===== src/rtl/div_share_ctrl_if.sv =====
// div_share_ctrl_if
//   Bundles the requester side (request/response handshakes) and the divider
//   side of the shared divider controller.
//   Modports:
//     slave  - the controller: takes requests, drives grants, responses and
//              the divider control/operands, reads divider result/done.
//     master - the environment (issue ports and divider core), the mirror.
//   Signals:
//     req_valid/req_ready  NREQ      request handshake, ready is a one-hot grant
//     req_op               2*NREQ    op of requester i at [2i+1:2i]
//     req_a/req_b          N*NREQ    operands of requester i at [N*i+N-1:N*i]
//     rsp_valid/rsp_ready  NREQ      response handshake, valid is one-hot
//     rsp_data             N         result
//     div_rst              1         divider held idle while high
//     div_op/div_dividend/div_divisor  operands to divider
//     div_out/div_done     divider result and completion
interface div_share_ctrl_if #(
  parameter int N    = 32,
  parameter int NREQ = 2
);
  logic [NREQ-1:0]   req_valid;
  logic [NREQ-1:0]   req_ready;
  logic [2*NREQ-1:0] req_op;
  logic [N*NREQ-1:0] req_a;
  logic [N*NREQ-1:0] req_b;
  logic [NREQ-1:0]   rsp_valid;
  logic [NREQ-1:0]   rsp_ready;
  logic [N-1:0]      rsp_data;
  logic              div_rst;
  logic [1:0]        div_op;
  logic [N-1:0]      div_dividend;
  logic [N-1:0]      div_divisor;
  logic [N-1:0]      div_out;
  logic              div_done;

  modport slave (
    input  req_valid, req_op, req_a, req_b, rsp_ready, div_out, div_done,
    output req_ready, rsp_valid, rsp_data, div_rst, div_op, div_dividend, div_divisor
  );

  modport master (
    output req_valid, req_op, req_a, req_b, rsp_ready, div_out, div_done,
    input  req_ready, rsp_valid, rsp_data, div_rst, div_op, div_dividend, div_divisor
  );
endinterface


===== src/rtl/div_share_ctrl.sv =====
// div_share_ctrl
//   Shares one iterative divider core (op 00 DIV, 01 DIVU, 10 REM, 11 REMU)
//   among NREQ requesters. One operation in flight: a round-robin grant in
//   IDLE captures the request, BUSY releases the divider reset with frozen
//   operands until div_done, RESP holds the result to the owner until it is
//   accepted.
//   Ports:
//     clk  - clock
//     rst  - synchronous, active-high reset
//     bus  - div_share_ctrl_if.slave (request, response and divider signals)
//   Build option:
//     DIV_SHARE_CACHE_EN - keeps the last {op, a, b, result}; an exact repeat
//                          of that request skips the divider and goes straight
//                          to RESP. Undefined: every request uses the divider.
//
//   state | meaning
//   IDLE  | divider held in reset, round-robin grant open
//   BUSY  | divider running on captured operands, waiting for div_done
//   RESP  | result held on rsp_data, rsp_valid to owner until rsp_ready
module div_share_ctrl #(
  parameter int N    = 32,
  parameter int NREQ = 2
) (
  input  logic          clk,
  input  logic          rst,
  div_share_ctrl_if.slave bus
);
  localparam int IW = $clog2(NREQ);

  typedef enum logic [1:0] {
    S_IDLE = 2'd0,
    S_BUSY = 2'd1,
    S_RESP = 2'd2
  } state_t;

  state_t          r_state;
  state_t          w_state_nxt;
  logic [IW-1:0]   r_rr;
  logic [IW-1:0]   r_owner;
  logic [1:0]      r_op;
  logic [N-1:0]    r_a;
  logic [N-1:0]    r_b;
  logic [N-1:0]    r_res;

  logic [IW-1:0]   w_win_idx;
  logic            w_win_found;
  logic [IW:0]     w_cand;
  logic [1:0]      w_win_op;
  logic [N-1:0]    w_win_a;
  logic [N-1:0]    w_win_b;
  logic [NREQ-1:0] w_grant;
  logic [NREQ-1:0] w_rsp_valid;
  logic            w_xfer;
  logic            w_hit;

  // Round-robin search starting at r_rr; candidate index is one bit wider so
  // the wrap also works when NREQ is not a power of two.
  always_comb begin
    w_win_found = 1'b0;
    w_win_idx   = '0;
    w_cand      = '0;
    for (int k = 0; k < NREQ; k++) begin
      w_cand = {1'b0, r_rr} + (IW+1)'(k);
      if (w_cand >= (IW+1)'(NREQ)) w_cand = w_cand - (IW+1)'(NREQ);
      if (!w_win_found && bus.req_valid[w_cand[IW-1:0]]) begin
        w_win_found = 1'b1;
        w_win_idx   = w_cand[IW-1:0];
      end
    end
  end

  always_comb begin
    w_win_op = '0;
    w_win_a  = '0;
    w_win_b  = '0;
    for (int k = 0; k < NREQ; k++) begin
      if (w_win_idx == IW'(k)) begin
        w_win_op = bus.req_op[2*k +: 2];
        w_win_a  = bus.req_a[N*k +: N];
        w_win_b  = bus.req_b[N*k +: N];
      end
    end
  end

  always_comb begin
    w_grant = '0;
    if (r_state == S_IDLE && !rst && w_win_found) w_grant[w_win_idx] = 1'b1;
  end

  assign w_xfer = |(w_grant & bus.req_valid);

`ifdef DIV_SHARE_CACHE_EN
  logic         r_c_valid;
  logic [1:0]   r_c_op;
  logic [N-1:0] r_c_a;
  logic [N-1:0] r_c_b;
  logic [N-1:0] r_c_res;

  assign w_hit = r_c_valid && (w_win_op == r_c_op) && (w_win_a == r_c_a) && (w_win_b == r_c_b);

  // Filled from the captured operands when a divider run completes.
  always_ff @(posedge clk) begin
    if (rst) begin
      r_c_valid <= 1'b0;
      r_c_op    <= '0;
      r_c_a     <= '0;
      r_c_b     <= '0;
      r_c_res   <= '0;
    end else if (r_state == S_BUSY && bus.div_done) begin
      r_c_valid <= 1'b1;
      r_c_op    <= r_op;
      r_c_a     <= r_a;
      r_c_b     <= r_b;
      r_c_res   <= bus.div_out;
    end
  end
`else
  assign w_hit = 1'b0;
`endif

  always_ff @(posedge clk) begin
    if (rst) r_state <= S_IDLE;
    else     r_state <= w_state_nxt;
  end

  always_comb begin
    w_state_nxt = r_state;
    case (r_state)
      S_IDLE: if (w_xfer) w_state_nxt = w_hit ? S_RESP : S_BUSY;
      S_BUSY: if (bus.div_done) w_state_nxt = S_RESP;
      S_RESP: if (bus.rsp_ready[r_owner]) w_state_nxt = S_IDLE;
      default: w_state_nxt = S_IDLE;
    endcase
  end

  always_ff @(posedge clk) begin
    if (rst) begin
      r_rr    <= '0;
      r_owner <= '0;
      r_op    <= '0;
      r_a     <= '0;
      r_b     <= '0;
      r_res   <= '0;
    end else begin
      if (w_xfer) begin
        r_owner <= w_win_idx;
        r_rr    <= (w_win_idx == IW'(NREQ-1)) ? '0 : w_win_idx + IW'(1);
        r_op    <= w_win_op;
        r_a     <= w_win_a;
        r_b     <= w_win_b;
`ifdef DIV_SHARE_CACHE_EN
        if (w_hit) r_res <= r_c_res;
`endif
      end
      if (r_state == S_BUSY && bus.div_done) r_res <= bus.div_out;
    end
  end

  always_comb begin
    w_rsp_valid = '0;
    if (r_state == S_RESP && !rst) w_rsp_valid[r_owner] = 1'b1;
  end

  assign bus.req_ready    = w_grant;
  assign bus.rsp_valid    = w_rsp_valid;
  assign bus.rsp_data     = r_res;
  assign bus.div_rst      = (r_state != S_BUSY);
  assign bus.div_op       = r_op;
  assign bus.div_dividend = r_a;
  assign bus.div_divisor  = r_b;
endmodule


===== src/flat_wrapper.sv =====
// flat-port wrapper written by rule: the top's interface ports become plain ports
module div_share_ctrl_flat 
#(
  parameter int N    = 32,
  parameter int NREQ = 2
)
  (clk, rst, bus_req_valid, bus_req_op, bus_req_a, bus_req_b, bus_rsp_ready, bus_div_out, bus_div_done, bus_req_ready, bus_rsp_valid, bus_rsp_data, bus_div_rst, bus_div_op, bus_div_dividend, bus_div_divisor);
  div_share_ctrl_if #(.N(N), .NREQ(NREQ)) bus_i ();
  input  logic clk;
  input  logic rst;
  input wire logic [$bits(bus_i.req_valid)-1:0] bus_req_valid;
  input wire logic [$bits(bus_i.req_op)-1:0] bus_req_op;
  input wire logic [$bits(bus_i.req_a)-1:0] bus_req_a;
  input wire logic [$bits(bus_i.req_b)-1:0] bus_req_b;
  input wire logic [$bits(bus_i.rsp_ready)-1:0] bus_rsp_ready;
  input wire logic [$bits(bus_i.div_out)-1:0] bus_div_out;
  input wire logic [$bits(bus_i.div_done)-1:0] bus_div_done;
  output wire logic [$bits(bus_i.req_ready)-1:0] bus_req_ready;
  output wire logic [$bits(bus_i.rsp_valid)-1:0] bus_rsp_valid;
  output wire logic [$bits(bus_i.rsp_data)-1:0] bus_rsp_data;
  output wire logic [$bits(bus_i.div_rst)-1:0] bus_div_rst;
  output wire logic [$bits(bus_i.div_op)-1:0] bus_div_op;
  output wire logic [$bits(bus_i.div_dividend)-1:0] bus_div_dividend;
  output wire logic [$bits(bus_i.div_divisor)-1:0] bus_div_divisor;
  assign bus_i.req_valid = bus_req_valid;
  assign bus_i.req_op = bus_req_op;
  assign bus_i.req_a = bus_req_a;
  assign bus_i.req_b = bus_req_b;
  assign bus_i.rsp_ready = bus_rsp_ready;
  assign bus_i.div_out = bus_div_out;
  assign bus_i.div_done = bus_div_done;
  assign bus_req_ready = bus_i.req_ready;
  assign bus_rsp_valid = bus_i.rsp_valid;
  assign bus_rsp_data = bus_i.rsp_data;
  assign bus_div_rst = bus_i.div_rst;
  assign bus_div_op = bus_i.div_op;
  assign bus_div_dividend = bus_i.div_dividend;
  assign bus_div_divisor = bus_i.div_divisor;
  div_share_ctrl #(.N(N), .NREQ(NREQ)) u_core (.clk(clk), .rst(rst), .bus(bus_i));
endmodule

===== config.mk =====
export PLATFORM = sky130hd
export DESIGN_NAME = div_share_ctrl_flat
export DESIGN_NICKNAME = d
export VERILOG_FILES = /design/src/rtl/div_share_ctrl_if.sv /design/src/rtl/div_share_ctrl.sv /design/src/flat_wrapper.sv
export SDC_FILE = /design/constraint.sdc
export NUM_CORES = 1
export LEC_CHECK = 0
export ABC_AREA = 1
export CORE_MARGIN = 3
export CORE_UTILIZATION = 40
export CTS_CLUSTER_SIZE = 25
export DETAILED_ROUTE_END_ITERATION = 12
export HOLD_SLACK_MARGIN = 0.12
export PLACE_DENSITY = 0.84
export SKIP_CTS_REPAIR_TIMING = 1
export SLEW_MARGIN = 25
export SYNTH_ARGS = -nofsm -noshare
export SYNTH_HDL_FRONTEND = slang
export SYNTH_SLANG_ARGS = --single-unit

===== constraint.sdc =====
create_clock -name clk -period 3 [get_ports clk]
set_clock_uncertainty 0.2 [all_clocks]
set_input_delay 0.6 -clock clk [delete_from_list [all_inputs] [get_ports clk]]
set_output_delay 0.6 -clock clk [all_outputs]
set_load 0.005 [all_outputs]

* Word level (Yosys, flattened, before mapping)
Index checks and enable logic that the tools add are counted.
Operators by class: add/sub/neg operators 4, $lt $le $gt $ge 8, equal/unequal tests 6, muxes and demuxes 26, bitwise operators 1, reductions and logical operators 12
Operator list (number):
- $mux W32 | 2
- $mux W1 | 15
- $mux W2 | 6
- $lt A1 B2 Y1 const B | 4
- $logic_and A1 B1 Y1 | 7
- $ne A2 B1 Y1 const B | 3
- $pmux W2 S3 | 1
- $reduce_and A3 Y1 | 1
- $add A1 B1 Y2 const B | 1
- $and A2 B2 Y2 | 1
- $demux W1 S1 | 2
- $eq A2 B1 Y1 const B | 1
- $eq A2 B2 Y1 const B | 1
- $ge A1 B1 Y1 const B | 2
- $ge A1 B2 Y1 const B | 1
- $ge A2 B2 Y1 const B | 1
- $logic_not A1 Y1 | 2
- $logic_not A2 Y1 | 1
- $ne A2 B2 Y1 const B | 1
- $reduce_or A2 Y1 | 1
- $sub A1 B1 Y1 const B | 2
- $add A1 B1 Y1 const B | 1
Word-level totals: register bits after elaboration 102, input bits 171, logic and storage cells 64

* Logic depth before layout (Yosys ltp)
Gate-level depths: netlist of run 1.
depth after elaboration 17, depth in mapped cells 9, depth with buffers taken out 7

* Worst setup path after synthesis of run 1
OpenSTA, ideal clock, no wires.
kind input to output, start input port bus_req_valid[1], end output port bus_req_ready[1], data arrival time 1.305 ns, slack 0.895 ns, stages 6, cell sequence buf_4 nand2_2 nand2_2 buf_2 nand2_1 inv_2
Between the ends: cells in the longest elaborated chain, start to end 11, elaborated cells between the ends (all ways) 17
RTL lines:
- start, declared | RTL line flat_wrapper.sv:11 | input wire logic [$bits(bus_i.req_valid)-1:0] bus_req_valid;
- $mux W1 (implied by the code) (2 in a row) | RTL line div_share_ctrl.sv:65 | if (!w_win_found && bus.req_valid[w_cand[IW-1:0]]) begin
- $mux W1 | RTL line div_share_ctrl.sv:65
- $logic_not A1 Y1 | RTL line div_share_ctrl.sv:65
- $logic_and A1 B1 Y1 | RTL line div_share_ctrl.sv:65
- $mux W1 | RTL line div_share_ctrl.sv:65
- $lt A1 B2 Y1 (implied by the code) / $ge A1 B1 Y1 (equally long branches) | RTL line div_share_ctrl.sv:87 | if (r_state == S_IDLE && !rst && w_win_found) w_grant[w_win_idx] = 1'b1;
- $logic_and A1 B1 Y1 (implied by the code) | RTL line div_share_ctrl.sv:87
- $mux W1 (implied by the code) | RTL line div_share_ctrl.sv:87
- $demux W1 S1
- $mux W2 * | RTL line div_share_ctrl.sv:87
- end, declared | RTL line flat_wrapper.sv:18 | output wire logic [$bits(bus_i.req_ready)-1:0] bus_req_ready;
Mark *: on every way between the ends. The rest lies on a longest branch, timed or not. The select of a mux whose other input is x is not followed.

* Final worst setup path of run 1
start input port bus_req_valid[0], end output port bus_req_ready[1]
Same word-level chain as after synthesis.

==> flow_summary.json, run 1 <==
{
  "cts_tree": "yes",
  "hold_viol_final": 0,
  "final.setup.tns_ps": 0,
  "grt_pass1_vias": 4958,
  "finalCritPeriodShare": 0.9374,
  "peakVddDrop_v": 0.0002519,
  "drive_gt1_frac": 0.07150,
  "track_usage": 0.2306,
  "gp_congestion": 0.8162,
  "ant_nets": 0,
  "num_rows": 38,
  "cts_sinks": 102,
  "worstSetupStartpointType": "primary input",
  "synth_area_mm2": 0.004688,
  "synth_top_area_cell": "dfxtp_1",
  "synth_cells": 685,
  "synth_seq_cells": 102,
  "grt_max_degree": 68,
  "die_h_um": 114.3,
  "tightest_slew_ps": 794.2,
  "fmax_mhz": 355.6,
  "via_per_inst": 4.954,
  "post-dp-hpwl_mm": 11.33,
  "p_total_mw": 3.525,
  "yosysSeqAreaShare": 0.4355,
  "clk_pin_slew_worst_paths_ps": 70,
  "nets": 1104,
  "path_class": "primary input to output port",
  "port_buffers": 273,
  "cp_num_buf_inv": 3,
  "cp_top_family": "buffers and inverters",
  "grt-ovfl-total": 0,
  "cts.path.max_buffers": 2,
  "die_area_mm2": 0.01306,
  "die_w_um": 114.3,
  "status": "complete, no violations",
  "synth_fp_nets": 856,
  "root_buffer": "clkbuf_16",
  "slew_violations": 0,
  "period_minus_slack_ps": 2812,
  "firstDrtPassIters": 7,
  "diodes": 0,
  "synth.area.top_cells": "dfxtp_1 44%, nand2_1 19%, nand3_1 10%",
  "synth_top_area_frac": 0.4355,
  "power_density_mw_per_mm2": 455.4,
  "final_core_util": 0.6957,
  "layoutNonFillerInstCount": 1077,
  "mostFrequentLayoutCells": "270 x clkdlybuf4s50_1, 235 x nand2_1, 102 x dfxtp_1",
  "initial_utilization": 0.4214,
  "cts_buffers": 9,
  "core_mm2": 0.01113,
  "grt_pass1_wl_mm": 24.43,
  "cp-end-kind": "output port",
  "wl_mm": 15.55,
  "finalSetupViolCount": 0,
  "p_leak_nw": 3.147,
  "htreeDepth": 3,
  "setup_slack_ps": 187.9,
  "place_inst": 1062,
  "maxCapViolCount": 0,
  "top_level_ports": 274,
  "path_max_fanout": 3,
  "cp_data_arrival_time_ps": 2010,
  "slew_headroom": 0.4705,
  "antenna_found_initial": 0,
  "path_cells": "clkdlybuf4s50_1 -> nor2_4 -> nor2_4 -> nand2_1 -> inv_2 -> clkdlybuf4s50_1",
  "cp_slowest_cell": "clkdlybuf4s50_1",
  "hold_path.class": "register to register",
  "num_vias": 5335,
  "clk_latency_ps": 330,
  "layout_commonest_cell": "clkdlybuf4s50_1",
  "n_fill_cell": 955,
  "drc": 0,
  "grt_setup_unrepaired": "no",
  "syn_to_final_growth_pct": 65.09,
  "synth_cell_types": 24,
  "drt_iter0_drc": 447,
  "pre_cts_ws_ps": 36.20,
  "routedWlPerCell_um": 14.43,
  "synth_warnings": 0,
  "cp.required_ps": 2200,
  "max_stage_delay_ps": 570,
  "synth.avg_cell_area_um2": 6.844
}
cell usage after synthesis, drive strengths merged:
library cell	number
clkinv	1
buf	37
o21bai	1
o21a	1
o21ai	34
a21oi	66
nor2	74
nor3	1
clkbuf	18
nand3	99
o211ai	1
nand2	241
inv	9
dfxtp	102
flip-flops by register name, indices dropped and copies added (netlist names):
register	cells
u_core.bus.div_dividend	32
u_core.bus.div_divisor	32
u_core.bus.rsp_data	32
u_core.bus.div_op	2
u_core.r_state	2
u_core.r_owner	1
u_core.r_rr	1
cell type report:
type | count | area (um2) | share of cell area
Timing Repair Buffer | 292 | 2875 | 0.3715
Multi-Input combinational cell | 518 | 2311 | 0.2986
Sequential cell | 102 | 2042 | 0.2638
Clock buffer | 10 | 239.0 | 0.03088
Tap cell | 140 | 175.2 | 0.02263
Clock inverter | 5 | 58.81 | 0.007598
Inverter | 10 | 38.79 | 0.005011
metrics by stage:
step | cell area (um2) | hold slack, ps
2_1_floorplan | 4688 | 257.4
3_3_place_gp | 7437 | 248.2
3_5_place_dp | 7437 | 251.1
4_1_cts | 7735 | 262.1
5_1_grt | 7740 | 276.5
6_report | 7740 | 261.8
layer usage:
metal	global-route usage	routed length (um)	vias up
met3	0.06977	1572	30
met2	0.3849	7445	251
met1	0.2779	6097	2348
met4	0.09105	431	0
met5	0	0	-
li1	-	-	2706
worst paths after layout:
kind / startpoint / end / slack, ps / cells after the start
max reg2reg: u_core.r_state[1]$_SDFFE_PP0P_ / u_core.bus.div_dividend[17]$_SDFFE_PP0P_ / 1170 / 6
max: bus_req_valid[0] / bus_req_ready[1] / 190 / 6
min reg2reg: u_core.bus.rsp_data[30]$_SDFFE_PP0P_ / u_core.bus.rsp_data[30]$_SDFFE_PP0P_ / 260 / 2
min: u_core.bus.rsp_data[30]$_SDFFE_PP0P_ / u_core.bus.rsp_data[30]$_SDFFE_PP0P_ / 260 / 2
worst min-delay path: stages, from the launching register on:
cell and delay, ps:
dfxtp_1 310, nand2_1 60, a21oi_1 50
report_power, final:
part / internal (mW) / leakage [nW] / switching (mW) / total, mW
sequential: 1.45 / 0.835 / 0.0479 / 1.50
clock: 0.666 / 0.141 / 0.492 / 1.16
combinational: 0.482 / 2.17 / 0.389 / 0.871
total: 2.60 / 3.15 / 0.929 / 3.52
kinds of logic after synthesis:
kind of cell | Yosys count | synth area share
compound gates | 103 | 0.1244
buf+inv | 65 | 0.07152
flops | 102 | 0.4355
simple gates | 415 | 0.3686
Note: power is estimated with default switching activity, not from simulation.
==> inputs of run 2 (changes only) <==
--- a/config.mk
+++ b/config.mk
@@ -6,14 +6,13 @@
 export NUM_CORES = 1
 export LEC_CHECK = 0
 export ABC_AREA = 1
-export CORE_MARGIN = 3
+export CORE_MARGIN = 5
 export CORE_UTILIZATION = 40
 export CTS_CLUSTER_SIZE = 25
 export DETAILED_ROUTE_END_ITERATION = 12
 export HOLD_SLACK_MARGIN = 0.12
-export PLACE_DENSITY = 0.84
+export PLACE_DENSITY = 0.86
 export SKIP_CTS_REPAIR_TIMING = 1
-export SLEW_MARGIN = 25
 export SYNTH_ARGS = -nofsm -noshare
 export SYNTH_HDL_FRONTEND = slang
 export SYNTH_SLANG_ARGS = --single-unit
==> flow_summary.json, run 2 (same netlist as run 1, synthesis figures left out) <==
{
  "cp.required_ps": 2200,
  "grt-ovfl-total": 0,
  "peakVddDrop_v": 0.0002609,
  "r2r_cells": 6,
  "pwr-share-seq": 0.431,
  "p_sw_mw": 0.9652,
  "r2r_start": "u_core.r_state[0]$_SDFFE_PP0P_",
  "path_max_fanout": 4,
  "power_density_mw_per_mm2": 450.0,
  "slew_headroom": 0.4704,
  "cp_num_buf_inv": 4,
  "drt_iter0_drc": 435,
  "root_buffer": "clkbuf_16",
  "power_frac_comb": 0.250,
  "reg2reg_slack_ps": 950,
  "die_area_mm2": 0.01399,
  "clk_latency_ps": 330,
  "finalSetupViolCount": 0,
  "p_int_mw": 2.498,
  "track_usage": 0.2165,
  "slew_violations": 0,
  "hold_path.class": "register to register",
  "min_path_cells": 2,
  "place_inst": 1061,
  "port_buffers": 273,
  "pwr-share-clk": 0.319,
  "cp_data_arrival_time_ps": 1770,
  "layoutNonFillerInstCount": 1077,
  "status": "complete, no violations",
  "drc": 0,
  "ant_nets": 0,
  "p_leak_nw": 3.116,
  "worstSetupStartpointType": "primary input",
  "grt_pass1_vias": 5151,
  "syn_to_final_growth_pct": 64.13,
  "hold_viol_final": 0,
  "max_stage_delay_ps": 530,
  "period_minus_slack_ps": 2569,
  "grt_max_degree": 68,
  "cts_tree": "yes",
  "cp_slowest_cell": "clkdlybuf4s50_1",
  "gp_congestion": 0.8250,
  "firstDrtPassIters": 4,
  "routedWlPerCell_um": 14.62,
  "cts_buffers": 9,
  "maxCapViolCount": 0,
  "mostFrequentLayoutCells": "270 x clkdlybuf4s50_1, 235 x nand2_1, 102 x dfxtp_1",
  "nets": 1100,
  "num_rows": 39,
  "cts_sinks": 102,
  "tightest_slew_ps": 794.4,
  "die_w_um": 118.3,
  "cp-end-kind": "output port",
  "path_class": "primary input to output port",
  "antenna_found_initial": 1,
  "grt_setup_unrepaired": "no",
  "htreeDepth": 3,
  "initial_utilization": 0.4088,
  "switching_share": 0.2787,
  "path_cells": "dlymetal6s2s_1 -> nor2_4 -> inv_2 -> nand3_2 -> nor2_1 -> buf_4 -> clkdlybuf4s50_1",
  "crit_cells": 7,
  "p_total_mw": 3.463,
  "finalCritPeriodShare": 0.8564,
  "grt_pass1_wl_mm": 25.18,
  "drive_gt1_frac": 0.06752,
  "clk_pin_slew_worst_paths_ps": 70,
  "post-dp-hpwl_mm": 11.45,
  "die_h_um": 118.3,
  "num_vias": 5282,
  "cts.path.max_buffers": 2,
  "whs_endpoint": "u_core.bus.rsp_data[21]$_SDFFE_PP0P_",
  "via_per_inst": 4.904,
  "layout_commonest_cell": "clkdlybuf4s50_1",
  "r2r_end": "u_core.bus.rsp_data[24]$_SDFFE_PP0P_",
  "final.setup.tns_ps": 0,
  "fmax_mhz": 389.2,
  "cp_top_family": "buffers and inverters",
  "hp-start": "u_core.bus.rsp_data[21]$_SDFFE_PP0P_",
  "wl_mm": 15.75,
  "top_level_ports": 274,
  "core_mm2": 0.01147
}
==> run 2: area by class of cell <==
| type | instances | area (um2) |
|---|---|---|
| Timing Repair Buffer | 288 | 2845 |
| Antenna cell | 1 | 2.502 |
| Clock buffer | 9 | 225.2 |
| Multi-Input combinational cell | 518 | 2311 |
| Fill cell | 1004 | 3772 |
| Tap cell | 143 | 178.9 |
| Sequential cell | 102 | 2042 |
| Inverter | 10 | 38.79 |
| Clock inverter | 6 | 51.30 |
==> run 2: layer usage <==
layer  vias to the layer above  routed length [um]  GRT usage
met1                      2354                6257     0.2508
met3                        28                1491    0.08166
li1                       2696                   -          -
met4                         0                 415    0.08100
met2                       204                7584     0.3636
met5                         -                   0          0
==> run 2: worst max-delay path by stage <==
stage	to	slack (ps)	startpoint
after floorplan	bus_req_ready[1]	890	bus_req_valid[1]
final	bus_req_ready[0]	430	bus_req_valid[1]
after detailed placement	bus_req_ready[0]	40	bus_req_valid[0]
after global placement	bus_req_ready[0]	30	bus_req_valid[1]
after CTS	bus_req_ready[0]	20	bus_req_valid[0]
after global routing	bus_div_rst	310	u_core.r_state[0]$_SDFFE_PP0P_
==> run 2: tightest hold or removal path, cell delays in order (launching register included) <==
cell and delay [ps]:
dfxtp_1 310, nand2_1 60, a21oi_1 50
==> run 2: per-stage QoR <==
step / util / cell area (um2) / hold slack (ps) / setup slack [ps]
after detailed placement: 0.6463 / 7411 / 251.7 / 35.04
after global placement: 0.6463 / 7411 / 247.4 / 28.27
final: 0.6710 / 7695 / 260.9 / 430.8
after floorplan: - / 4688 / 257.4 / 894.7
after CTS: 0.6704 / 7687 / 262.4 / 22.82
after global routing: 0.6710 / 7695 / 277.3 / 313.4
==> run 2: power by group through the flow <==
stage | registers [mW] | logic [mW] | clock network (mW)
finish | 1.49 | 0.867 | 1.10
global route | 1.50 | 0.958 | 1.18
CTS | 1.49 | 0.877 | 1.13
detailed placement | 1.52 | 0.872 | 0
global placement | 1.52 | 0.866 | 0
floorplan | 1.53 | 0.381 | 0
==> inputs of run 3 (changes only) <==
--- a/config.mk
+++ b/config.mk
@@ -10,8 +10,8 @@
 export CORE_UTILIZATION = 40
 export CTS_CLUSTER_SIZE = 25
 export DETAILED_ROUTE_END_ITERATION = 12
+export DONT_BUFFER_PORTS = 1
 export HOLD_SLACK_MARGIN = 0.12
-export PLACE_DENSITY = 0.86
 export SKIP_CTS_REPAIR_TIMING = 1
 export SYNTH_ARGS = -nofsm -noshare
 export SYNTH_HDL_FRONTEND = slang
==> flow_summary.json, run 3 (same netlist as run 1, synthesis figures left out) <==
{
  "status": "complete, no violations",
  "cp.required_ps": 2200,
  "cts_tree": "yes",
  "cp-end-kind": "output port",
  "drive_gt1_frac": 0.08129,
  "cp_data_arrival_time_ps": 1430,
  "multi_input_area_mm2": 0.002311,
  "finalCritPeriodShare": 0.7441,
  "top_level_ports": 274,
  "num_rows": 39,
  "clk_latency_ps": 330,
  "hold_path.class": "primary input to register",
  "period_minus_slack_ps": 2232,
  "peakVddDrop_v": 0.0002842,
  "clk_pin_slew_worst_paths_ps": 70,
  "n_fill_cell": 1166,
  "finalSetupViolCount": 0,
  "track_usage": 0.1830,
  "post-dp-hpwl_mm": 9.656,
  "root_buffer": "clkbuf_16",
  "firstDrtPassIters": 5,
  "p_leak_nw": 2.066,
  "num_vias": 4290,
  "fmax_mhz": 448.0,
  "cts_buffers": 9,
  "slew_violations": 0,
  "slew_headroom": 0.3042,
  "initial_utilization": 0.4088,
  "layout_commonest_cell": "nand2_1",
  "mostFrequentLayoutCells": "235 x nand2_1, 102 x dfxtp_1, 98 x nand3_1",
  "worstSetupStartpointType": "register",
  "gp_congestion": 0.8105,
  "final.setup.tns_ps": 0,
  "p_int_mw": 2.391,
  "pwr-share-clk": 0.400,
  "grt_pass1_vias": 4147,
  "grt_max_degree": 69,
  "maxCapViolCount": 0,
  "regArea_mm2": 0.002042,
  "syn_to_final_growth_pct": 5.898,
  "hold_viol_final": 0,
  "cts.path.max_buffers": 2,
  "drc": 0,
  "die_h_um": 118.3,
  "diodes": 0,
  "setup_slack_ps": 767.6,
  "die_w_um": 118.3,
  "power_frac_comb": 0.126,
  "path_class": "register to output port",
  "p_sw_mw": 0.8357,
  "via_per_inst": 5.396,
  "antenna_found_initial": 0,
  "hold_slack_ps": 129.5,
  "grt_pass1_wl_mm": 21.24,
  "pwr-share-seq": 0.474,
  "cts_sinks": 102,
  "pre_cts_ws_ps": 771.3,
  "htreeDepth": 3,
  "switching_share": 0.2590,
  "reg2reg_slack_ps": 820,
  "tightest_slew_ps": 1041,
  "grt_setup_unrepaired": "no",
  "grt-ovfl-total": 0,
  "drt_iter0_drc": 310,
  "die_area_mm2": 0.01399,
  "ant_nets": 0,
  "core_mm2": 0.01147,
  "port_buffers": 0,
  "path_max_fanout": 12,
  "nets": 821,
  "wl_mm": 13.33,
  "routedWlPerCell_um": 16.77,
  "power_density_mw_per_mm2": 650.0
}
## run 3: changes by cell type in the layout (fill, tap and decap cells not counted)
cell	previous run	this run
dlygate4sd3_1	0	1
clkdlybuf4s50_1	270	0
diode_2	1	0
dlymetal6s2s_1	2	0
buf_4	15	8
bufinv_16	0	3
buf_2	1	0
clkinvlp_4	1	0
inv_6	4	0
## run 3: worst paths after layout
| check | depth (start not counted) | startpoint | to |
|---|---|---|---|
| max | 5 | u_core.r_state[1]$_SDFFE_PP0P_ | bus_req_ready[1] |
| min reg2reg | 2 | u_core.bus.rsp_data[1]$_SDFFE_PP0P_ | u_core.bus.rsp_data[1]$_SDFFE_PP0P_ |
| min | 1 | rst | u_core.bus.rsp_data[27]$_SDFFE_PP0P_ |
| max reg2reg | 6 | u_core.r_state[0]$_SDFFE_PP0P_ | u_core.bus.rsp_data[23]$_SDFFE_PP0P_ |
## run 3: worst max-delay path, stage by stage, from the launching register on
cell     delay (ps)
dfxtp_1         330
nor2_2          210
nand2_4          80
nor2_4          240
nand2_1         140
inv_2           110
## run 3: per-layer routing
| metal | vias up | track usage | wire length [um] |
|---|---|---|---|
| met4 | 0 | 0.06237 | 235 |
| met2 | 197 | 0.3274 | 6819 |
| met1 | 1944 | 0.2068 | 5061 |
| met3 | 17 | 0.05396 | 1213 |
| met5 | - | 0 | 0 |
| li1 | 2132 | - | - |
## run 3: stage by stage
stage / std cells / util / instance area [um2] / power (mW)
after floorplan: 685 / - / 4688 / 1.911
after CTS: 794 / 0.4321 / 4955 / 3.266
final: 795 / 0.4330 / 4965 / 3.227
after global routing: 795 / 0.4330 / 4965 / 3.401
after detailed placement: 781 / 0.4038 / 4631 / 1.969
after global placement: 781 / 0.4038 / 4631 / 1.957
## run 3: area by class of cell
cell class,instances,area share
multi-input combinational,518,0.4655
sequential,102,0.4113
clock buffer,9,0.04536
tap,143,0.03604
clock inverter,4,0.01991
timing repair buffer,9,0.01411
inverter,10,0.007813
## run 3: power by group through the flow
stage / clock [mW] / sequential [mW] / combinational, mW
detailed placement: 0 / 1.56 / 0.409
CTS: 1.33 / 1.53 / 0.410
floorplan: 0 / 1.53 / 0.381
global route: 1.39 / 1.54 / 0.475
finish: 1.29 / 1.53 / 0.407
global placement: 0 / 1.56 / 0.396
